**src/rtl/mips_pkg.sv**
```systemverilog
// ============================================================================
// mips_pkg : opcode/funct encodings, ALU op enum and decoded-control bundle
// Rev 1.0
// ============================================================================
`default_nettype none

package mips_pkg;

    localparam logic [5:0] OP_RTYPE = 6'h00;
    localparam logic [5:0] OP_BEQ   = 6'h04;
    localparam logic [5:0] OP_ADDI  = 6'h08;
    localparam logic [5:0] OP_SLTI  = 6'h0A;
    localparam logic [5:0] OP_ANDI  = 6'h0C;
    localparam logic [5:0] OP_ORI   = 6'h0D;
    localparam logic [5:0] OP_LW    = 6'h23;
    localparam logic [5:0] OP_SW    = 6'h2B;

    localparam logic [5:0] FN_ADD   = 6'h20;
    localparam logic [5:0] FN_SUB   = 6'h22;
    localparam logic [5:0] FN_AND   = 6'h24;
    localparam logic [5:0] FN_OR    = 6'h25;
    localparam logic [5:0] FN_NOR   = 6'h27;
    localparam logic [5:0] FN_SLT   = 6'h2A;

    typedef enum logic [2:0] {
        ALU_ADD = 3'd0,
        ALU_SUB = 3'd1,
        ALU_AND = 3'd2,
        ALU_OR  = 3'd3,
        ALU_NOR = 3'd4,
        ALU_SLT = 3'd5
    } alu_op_e;

    typedef enum logic [1:0] {
        DEST_NONE = 2'd0,
        DEST_RD   = 2'd1,
        DEST_RT   = 2'd2
    } dest_sel_e;

    typedef struct packed {
        logic      legal;
        alu_op_e   alu_op;
        logic      alu_src;
        logic      reg_write;
        logic      mem_read;
        logic      mem_write;
        logic      branch;
        logic      uses_rt;
        logic      zero_ext;
        dest_sel_e dest_sel;
    } ctrl_t;

endpackage

`default_nettype wire

```
**src/rtl/mips_ctrl_decode.sv**
```systemverilog
// ============================================================================
// mips_ctrl_decode : combinational opcode/funct -> control bundle
// Rev 1.0
// ============================================================================
`default_nettype none

module mips_ctrl_decode
    import mips_pkg::*;
(
    input  logic [5:0] opcode_i,
    input  logic [5:0] funct_i,
    output ctrl_t      ctrl_o
);

    always_comb begin
        ctrl_o          = '0;
        ctrl_o.alu_op   = ALU_ADD;
        ctrl_o.dest_sel = DEST_NONE;
        // Operand-use is opcode-only so the hazard check never depends on legality
        ctrl_o.uses_rt  = (opcode_i == OP_RTYPE) | (opcode_i == OP_SW) | (opcode_i == OP_BEQ);
        case (opcode_i)
            OP_RTYPE: begin
                ctrl_o.legal     = 1'b1;
                ctrl_o.reg_write = 1'b1;
                ctrl_o.dest_sel  = DEST_RD;
                case (funct_i)
                    FN_ADD:  ctrl_o.alu_op = ALU_ADD;
                    FN_SUB:  ctrl_o.alu_op = ALU_SUB;
                    FN_AND:  ctrl_o.alu_op = ALU_AND;
                    FN_OR:   ctrl_o.alu_op = ALU_OR;
                    FN_NOR:  ctrl_o.alu_op = ALU_NOR;
                    FN_SLT:  ctrl_o.alu_op = ALU_SLT;
                    default: ctrl_o.legal  = 1'b0;
                endcase
            end
            OP_ADDI, OP_SLTI, OP_ANDI, OP_ORI, OP_LW: begin
                ctrl_o.legal     = 1'b1;
                ctrl_o.alu_src   = 1'b1;
                ctrl_o.reg_write = 1'b1;
                ctrl_o.dest_sel  = DEST_RT;
                ctrl_o.mem_read  = (opcode_i == OP_LW);
                ctrl_o.zero_ext  = (opcode_i == OP_ANDI) | (opcode_i == OP_ORI);
                case (opcode_i)
                    OP_SLTI: ctrl_o.alu_op = ALU_SLT;
                    OP_ANDI: ctrl_o.alu_op = ALU_AND;
                    OP_ORI:  ctrl_o.alu_op = ALU_OR;
                    default: ctrl_o.alu_op = ALU_ADD;
                endcase
            end
            OP_SW: begin
                ctrl_o.legal     = 1'b1;
                ctrl_o.alu_src   = 1'b1;
                ctrl_o.mem_write = 1'b1;
            end
            OP_BEQ: begin
                ctrl_o.legal  = 1'b1;
                ctrl_o.alu_op = ALU_SUB;
                ctrl_o.branch = 1'b1;
            end
            default: ctrl_o.legal = 1'b0;
        endcase
    end

endmodule

`default_nettype wire

```
**src/rtl/id_decode_stage.sv**
```systemverilog
// ============================================================================
// id_decode_stage : MIPS decode, load-use hazard detect, ID/EX register
// Rev 1.0
// ============================================================================
`default_nettype none

module id_decode_stage
    import mips_pkg::*;
#(
    parameter int DW = 32,
    parameter int AW = 5
) (
    input  logic          clk,
    input  logic          rst,
    input  logic          in_valid,
    input  logic [DW-1:0] in_instr,
    input  logic [DW-1:0] in_pc4,
    input  logic          flush,
    output logic [AW-1:0] RS_Address,
    output logic [AW-1:0] RT_Address,
    input  logic [DW-1:0] RSdata,
    input  logic [DW-1:0] RTdata,
    output logic          stall,
    output logic          ex_valid,
    output logic [DW-1:0] ex_rs_data,
    output logic [DW-1:0] ex_rt_data,
    output logic [DW-1:0] ex_imm,
    output logic [DW-1:0] ex_pc4,
    output logic [AW-1:0] ex_dest,
    output logic [2:0]    ex_alu_op,
    output logic          ex_alu_src,
    output logic          ex_reg_write,
    output logic          ex_mem_read,
    output logic          ex_mem_write,
    output logic          ex_branch,
    output logic          ex_illegal
);

    ctrl_t         w_ctrl;
    logic [AW-1:0] w_rd;
    logic [AW-1:0] w_dest;
    logic [DW-1:0] w_imm;
    logic          w_hazard;
    logic          w_load;
    logic          w_issue;

    logic          valid_q, valid_d;
    logic [DW-1:0] rs_data_q, rt_data_q, imm_q, pc4_q;
    logic [AW-1:0] dest_q, dest_d;
    alu_op_e       alu_op_q, alu_op_d;
    logic          alu_src_q, alu_src_d;
    logic          reg_write_q, reg_write_d;
    logic          mem_read_q, mem_read_d;
    logic          mem_write_q, mem_write_d;
    logic          branch_q, branch_d;
    logic          illegal_q, illegal_d;

    mips_ctrl_decode u_ctrl_decode (
        .opcode_i (in_instr[31:26]),
        .funct_i  (in_instr[5:0]),
        .ctrl_o   (w_ctrl)
    );

    assign RS_Address = in_instr[25:21];
    assign RT_Address = in_instr[20:16];
    assign w_rd       = in_instr[15:11];

    assign w_imm = w_ctrl.zero_ext ? {{(DW-16){1'b0}}, in_instr[15:0]}
                                   : {{(DW-16){in_instr[15]}}, in_instr[15:0]};

    always_comb begin
        case (w_ctrl.dest_sel)
            DEST_RD: w_dest = w_rd;
            DEST_RT: w_dest = RT_Address;
            default: w_dest = '0;
        endcase
    end

    // Loads writing $0 never create a hazard since $0 is never written
    assign w_hazard = valid_q & mem_read_q & (dest_q != '0) &
                      ((dest_q == RS_Address) | (w_ctrl.uses_rt & (dest_q == RT_Address)));
    assign stall    = in_valid & w_hazard & ~flush;
    assign w_load   = in_valid & ~flush & ~stall;
    assign w_issue  = w_load & w_ctrl.legal;

    always_comb begin
        valid_d     = w_issue;
        illegal_d   = w_load & ~w_ctrl.legal;
        dest_d      = '0;
        alu_op_d    = ALU_ADD;
        alu_src_d   = 1'b0;
        reg_write_d = 1'b0;
        mem_read_d  = 1'b0;
        mem_write_d = 1'b0;
        branch_d    = 1'b0;
        if (w_issue) begin
            dest_d      = w_dest;
            alu_op_d    = w_ctrl.alu_op;
            alu_src_d   = w_ctrl.alu_src;
            reg_write_d = w_ctrl.reg_write & (w_dest != '0);
            mem_read_d  = w_ctrl.mem_read;
            mem_write_d = w_ctrl.mem_write;
            branch_d    = w_ctrl.branch;
        end
    end

    always_ff @(posedge clk or posedge rst) begin
        if (rst) begin
            valid_q     <= 1'b0;
            rs_data_q   <= '0;
            rt_data_q   <= '0;
            imm_q       <= '0;
            pc4_q       <= '0;
            dest_q      <= '0;
            alu_op_q    <= ALU_ADD;
            alu_src_q   <= 1'b0;
            reg_write_q <= 1'b0;
            mem_read_q  <= 1'b0;
            mem_write_q <= 1'b0;
            branch_q    <= 1'b0;
            illegal_q   <= 1'b0;
        end else begin
            valid_q     <= valid_d;
            rs_data_q   <= RSdata;
            rt_data_q   <= RTdata;
            imm_q       <= w_imm;
            pc4_q       <= in_pc4;
            dest_q      <= dest_d;
            alu_op_q    <= alu_op_d;
            alu_src_q   <= alu_src_d;
            reg_write_q <= reg_write_d;
            mem_read_q  <= mem_read_d;
            mem_write_q <= mem_write_d;
            branch_q    <= branch_d;
            illegal_q   <= illegal_d;
        end
    end

    assign ex_valid     = valid_q;
    assign ex_rs_data   = rs_data_q;
    assign ex_rt_data   = rt_data_q;
    assign ex_imm       = imm_q;
    assign ex_pc4       = pc4_q;
    assign ex_dest      = dest_q;
    assign ex_alu_op    = alu_op_q;
    assign ex_alu_src   = alu_src_q;
    assign ex_reg_write = reg_write_q;
    assign ex_mem_read  = mem_read_q;
    assign ex_mem_write = mem_write_q;
    assign ex_branch    = branch_q;
    assign ex_illegal   = illegal_q;

endmodule

`default_nettype wire

```
**config.mk**
```make
export PLATFORM = sky130hd
export DESIGN_NAME = id_decode_stage
export DESIGN_NICKNAME = d
export VERILOG_FILES = /design/src/rtl/mips_pkg.sv /design/src/rtl/mips_ctrl_decode.sv /design/src/rtl/id_decode_stage.sv
export SDC_FILE = /design/constraint.sdc
export NUM_CORES = 1
export LEC_CHECK = 0
export ABC_CLOCK_PERIOD_IN_PS = 5700
export CAP_MARGIN = 20
export CORE_MARGIN = 3
export CORE_UTILIZATION = 35
export CTS_CLUSTER_DIAMETER = 80
export DETAILED_ROUTE_END_ITERATION = 16
export GPL_ROUTABILITY_DRIVEN = 0
export HOLD_SLACK_MARGIN = 0.08
export PLACE_DENSITY = 0.8
export SLEW_MARGIN = 0
export SYNTH_ARGS = -nofsm -noshare
export SYNTH_HDL_FRONTEND = slang
export SYNTH_SLANG_ARGS = --single-unit
```
**constraint.sdc**
```tcl
create_clock -name clk -period 5.7 [get_ports clk]
set_clock_uncertainty 0.05 [all_clocks]
set_input_delay 1.14 -clock clk [delete_from_list [all_inputs] [get_ports clk]]
set_output_delay 1.14 -clock clk [all_outputs]
set_load 0.02 [all_outputs]
```
* Yosys cells after proc, flatten, opt, wreduce, memory -nomap -nowiden
Index checks and enable logic that the tools add are counted.
** Word-level totals
- Register bits :: 143
- Latch bits :: 0
- Bits in writable memories :: 0
- Bits in read-only memories :: 0
- Input bits :: 132
- Logic and storage cells :: 77
- Memories :: 0
** Operators by class
- Add/subtract/negate cells :: 0
- $mul :: 0
- Divide/modulo/power cells :: 0
- Magnitude comparators :: 0
- Equality and inequality tests :: 17
- Shifts and indexed selects :: 0
- Multiplexer cells :: 21
- Bitwise logic cells :: 18
- Reduce and logical (&&, ||, !) cells :: 8
** Operator list (number)
- 6-bit == test, second input constant :: 8
- 32-bit two-way mux :: 1
- 6-bit by 4-bit == test with 1-bit output, second input constant :: 4
- 3-bit case mux with 3 select lines :: 2
- 6-bit OR reduction :: 3
- 3-bit case mux with 5 select lines :: 1
- 1-bit two-way mux :: 12
- 1-bit bitwise AND :: 11
- 5-bit == test :: 2
- 5-bit case mux with 2 select lines :: 1
- 5-bit nonzero test :: 2
- 7-bit OR reduction :: 1
- 6-bit by 3-bit == test with 1-bit output, second input constant :: 1
- 6-bit zero test :: 1
- 5-bit two-way mux :: 1
- 5-bit OR reduction :: 1
- 1-bit OR :: 4
- 2-bit case mux with 2 select lines :: 1
- 3-bit two-way mux :: 1
- 1-bit inverter :: 3
- 2-bit by 1-bit == test with 1-bit output, second input constant :: 1
- 2-bit == test, second input constant :: 1
- 1-bit case mux with 2 select lines :: 1

* Longest topological paths before layout
- Word-level depth :: 12
- Depth in mapped cells :: 9
- Gate-level depth less buffers :: 8

* Cells and area by module
Synthesis repeated with hierarchy kept, for this count alone.
** Unflattened totals
- Cells, all modules :: 262
- Area, all modules :: 4106.4 um2
** By module, submodules not included
- id_decode_stage :: times used 1, cells each 210, area each 3761.1 um2, sequential area each 3203.1 um2
- mips_ctrl_decode :: times used 1, cells each 52, area each 345.3 um2, sequential area each 0.0 um2

* Worst setup path before layout
No wires, ideal clock.
- Path type :: input to output
- From :: input in_instr[29]
- To :: output stall
- Arrival time :: 2.135 ns
- Required time :: 4.510 ns
- Setup slack :: 2.375 ns
- Stages on the path :: 5
- Buffers on the path :: 1
- Path through :: buf_6 > or4_1 > o21ai_2 > nand4_4 > nand2_1
** On the way
- Longest elaborated chain between the ends :: 8
- Elaborated cells on any way between the ends :: 10
- Classes of those cells :: eq/ne (2); bitwise (7); reduce/logical (1)
** RTL lines
- start, declared :: RTL line id_decode_stage.sv:16 : input logic [DW-1:0] in_instr,
- 6-bit == test / 6-bit zero test (equally long branches) :: RTL line mips_ctrl_decode.sv:20 : ctrl_o.uses_rt = (opcode_i == OP_RTYPE) | (opcode_i == OP_SW) | (opcode_i == OP_BEQ);
- 1-bit OR :: RTL line mips_ctrl_decode.sv:20
- 1-bit OR (*) :: RTL line mips_ctrl_decode.sv:20
- 1-bit bitwise AND (*) :: RTL line id_decode_stage.sv:81 : ((dest_q == RS_Address) | (w_ctrl.uses_rt & (dest_q == RT_Address)));
- 1-bit OR (*) :: RTL line id_decode_stage.sv:81
- 1-bit bitwise AND (*) :: RTL line id_decode_stage.sv:80 : assign w_hazard = valid_q & mem_read_q & (dest_q != '0) &
- 1-bit bitwise AND (*) (2 in a row) :: RTL line id_decode_stage.sv:82 : assign stall = in_valid & w_hazard & ~flush;
- end, declared :: RTL line id_decode_stage.sv:23 : output logic stall,
Mark *: on every way between the ends. The rest lies on a longest branch, timed or not.

* Final worst setup path
Same ends and word-level chain as after synthesis.

==> impl_metrics.json <==
{
  "synth_warnings": 0,
  "post_cts_buffers": 0,
  "portBuffers": 285,
  "area.growth.synth_to_final_pct": 84.79,
  "p_int_uw": 1947,
  "reg2reg_depth": 5,
  "layout_min_cycle_time_ps": 4443,
  "dr.pass1.iters": 4,
  "drive_gt1_frac": 0.09612,
  "cts_root_buf": "clkbuf_16",
  "cts_tree": "yes",
  "finalWirelength_microns": 13180,
  "syn-num-nets": 384,
  "synth_edf_count": 0,
  "cp.required_ps": 4510,
  "synth_ff_type": "dfrtp_1",
  "slew-limit-headroom": 0.5029,
  "rsz0062_at_grt": "false",
  "ys_ff_latch": 128,
  "drc": 0,
  "synth.avg_cell_area_sq_um": 16.49,
  "p_leak_uw": 0.003219,
  "grt_pass1_wl_microns": 19050,
  "whs_ps": 755.3,
  "hold_path.class": "reg -> reg",
  "dp_hpwl_microns": 10530,
  "sequentialPowerShare": 0.389,
  "min_to": "ex_branch",
  "fin_nets": 662,
  "clk_path_buf_depth": 2,
  "tns_ps": 0,
  "hold_path.startpoint": "ex_mem_read",
  "synthArstFlopShare": 1.000,
  "cts.repair.resized": 0,
  "start_util": 0.3689,
  "path_class": "in -> out",
  "antenna_found_initial": 0,
  "io_pins": 286,
  "vias": 3027,
  "arrival_ps": 3250,
  "row_count": 38,
  "cp-start-kind": "input port",
  "grt_max_degree": 47,
  "grt_pass1_vias": 3262,
  "outcome": "finished, final reports clean",
  "ctsHtreeMaxLevel": 4,
  "power_density_nw_per_um2": 325.6,
  "drv_slew": 0,
  "worstHoldPathCells": 4,
  "cts_made_buffers": 17,
  "cap_viol_max_count": 0,
  "globalRoute.totalOverflow": 0,
  "antenna_cells": 0,
  "final_common_cell": "clkdlybuf4s50_1",
  "grt_use_total": 0.2015,
  "rr_startpoint": "ex_dest[2]",
  "clkLatencyLatePin_ps": 400,
  "synthesis.area_sq_um": 4121,
  "syn_inst": 250,
  "wl_per_cell_microns": 19.36,
  "ys_seq_area_frac": 0.7772,
  "floorplan.die.height_microns": 114.5,
  "fmax_mhz": 225.1,
  "postCtsHoldBufs": 0,
  "die_width_microns": 114.5,
  "p_clk_frac": 0.483,
  "post-route-period-util": 0.7794,
  "reg2reg_slack_ps": 3620,
  "swShare": 0.2149,
  "ant_nets": 0,
  "core_sq_um": 11170,
  "cp_max_fo": 10,
  "cts.clk_slew.worst_paths_ps": 50,
  "r2r-end": "ex_reg_write",
  "setup_viol": 0,
  "cts.sinks": 128,
  "vias_per_cell": 4.445,
  "total_power_uw": 2480,
  "ir_drop_mv": 0.3318,
  "die_area_sq_um": 13110,
  "yosysUniqueCellTypes": 46,
  "end_kind": "output port",
  "drt_iter0_markers": 113,
  "hold_viol": 0,
  "final_cell_mix": "285 x clkdlybuf4s50_1, 128 x dfrtp_1, 17 x clkbuf_16",
  "p_sw_uw": 533.0,
  "tightest_slew_ps": 743.4,
  "power_frac_comb": 0.128
}
## cells in the mapped netlist (3+ instances only)
master,count,share of area
and3_1,3,0.0046
nand2_1,7,0.0064
a21oi_1,3,0.0036
nand2b_1,4,0.0061
inv_1,5,0.0046
nor3_1,5,0.0061
a22oi_1,6,0.011
nor2_2,3,0.0046
nor3_2,5,0.012
nor2_1,6,0.0055
buf_4,25,0.046
dfrtp_1,128,0.78
xor2_1,10,0.021
## metal layers
metal	global-route usage	up-vias	share of wire
li1	-	1368	-
met4	0.08789	0	0.020
met1	0.2082	1504	0.33
met2	0.3756	137	0.57
met5	0	-	0
met3	0.05708	18	0.075
## critical path: stages
cell and delay, ps:
clkdlybuf4s50_1 580, or4_1 560, o21ai_2 110, nand4_4 130
nand2_1 110, clkdlybuf4s50_1 610
## sequential cells by signal (all words and copies together), names as in the netlist
signal and count:
ex_pc4 32, ex_mem_read 1, ex_rs_data 32, ex_alu_src 1, ex_branch 1, ex_rt_data 32, ex_valid 1, ex_dest 5
ex_reg_write 1, ex_mem_write 1, ex_alu_op 3, ex_imm 17, ex_illegal 1
## per-stage QoR
| step | std cells | util | instance area [sq um] | setup slack [ps] |
|---|---|---|---|---|
| finish | 681 | 0.6816 | 7616 | 1257 |
| global route | 681 | 0.6816 | 7616 | 1197 |
| CTS | 681 | 0.6816 | 7616 | 1281 |
| detailed placement | 649 | 0.6222 | 6952 | 1292 |
| global placement | 649 | 0.6222 | 6952 | 1344 |
| floorplan | 250 | - | 4121 | 1097 |
## logic make-up (layout without fill, tap and decap cells)
group	count (synthesis)	count (layout)	synth area share
DFF	128	128	0.7772
xor gates and xnor gates	11	11	0.02338
adders and majority gates	2	2	0.006071
muxes	2	2	0.005161
and+or+nand+nor	50	50	0.08166
buffers and inverters	34	325	0.05768
AOI/OAI and AO/OA	23	23	0.04888
## power groups by stage
| stage | Combinational (uW) | Clock [uW] | Sequential (uW) |
|---|---|---|---|
| detailed placement | 321 | 0 | 980 |
| finish | 318 | 1200 | 964 |
| floorplan | 61.9 | 0 | 1030 |
| global placement | 315 | 0 | 977 |
| global route | 335 | 1260 | 967 |
| CTS | 323 | 1220 | 964 |
## worst max-delay path by stage
stage	startpoint	end	slack [ps]	depth (start not counted)
after floorplan	rst	ex_alu_op[0]	1100	1
after global placement	in_instr[29]	stall	1340	6
after detailed placement	in_instr[29]	stall	1290	6
after CTS	in_instr[29]	stall	1280	6
after global routing	in_instr[29]	stall	1200	6
final	in_instr[29]	stall	1260	6
## cell type report
type / count / area (sq um)
fillers: 779 / 3557
flip-flops and latches: 128 / 3203
repair buffers: 287 / 2868
multi-input cells: 88 / 680.7
clock buffers: 23 / 488.0
clock inverters: 9 / 176.4
well taps: 140 / 175.2
inverters: 6 / 25.02
(Power assumes the default switching activity.)
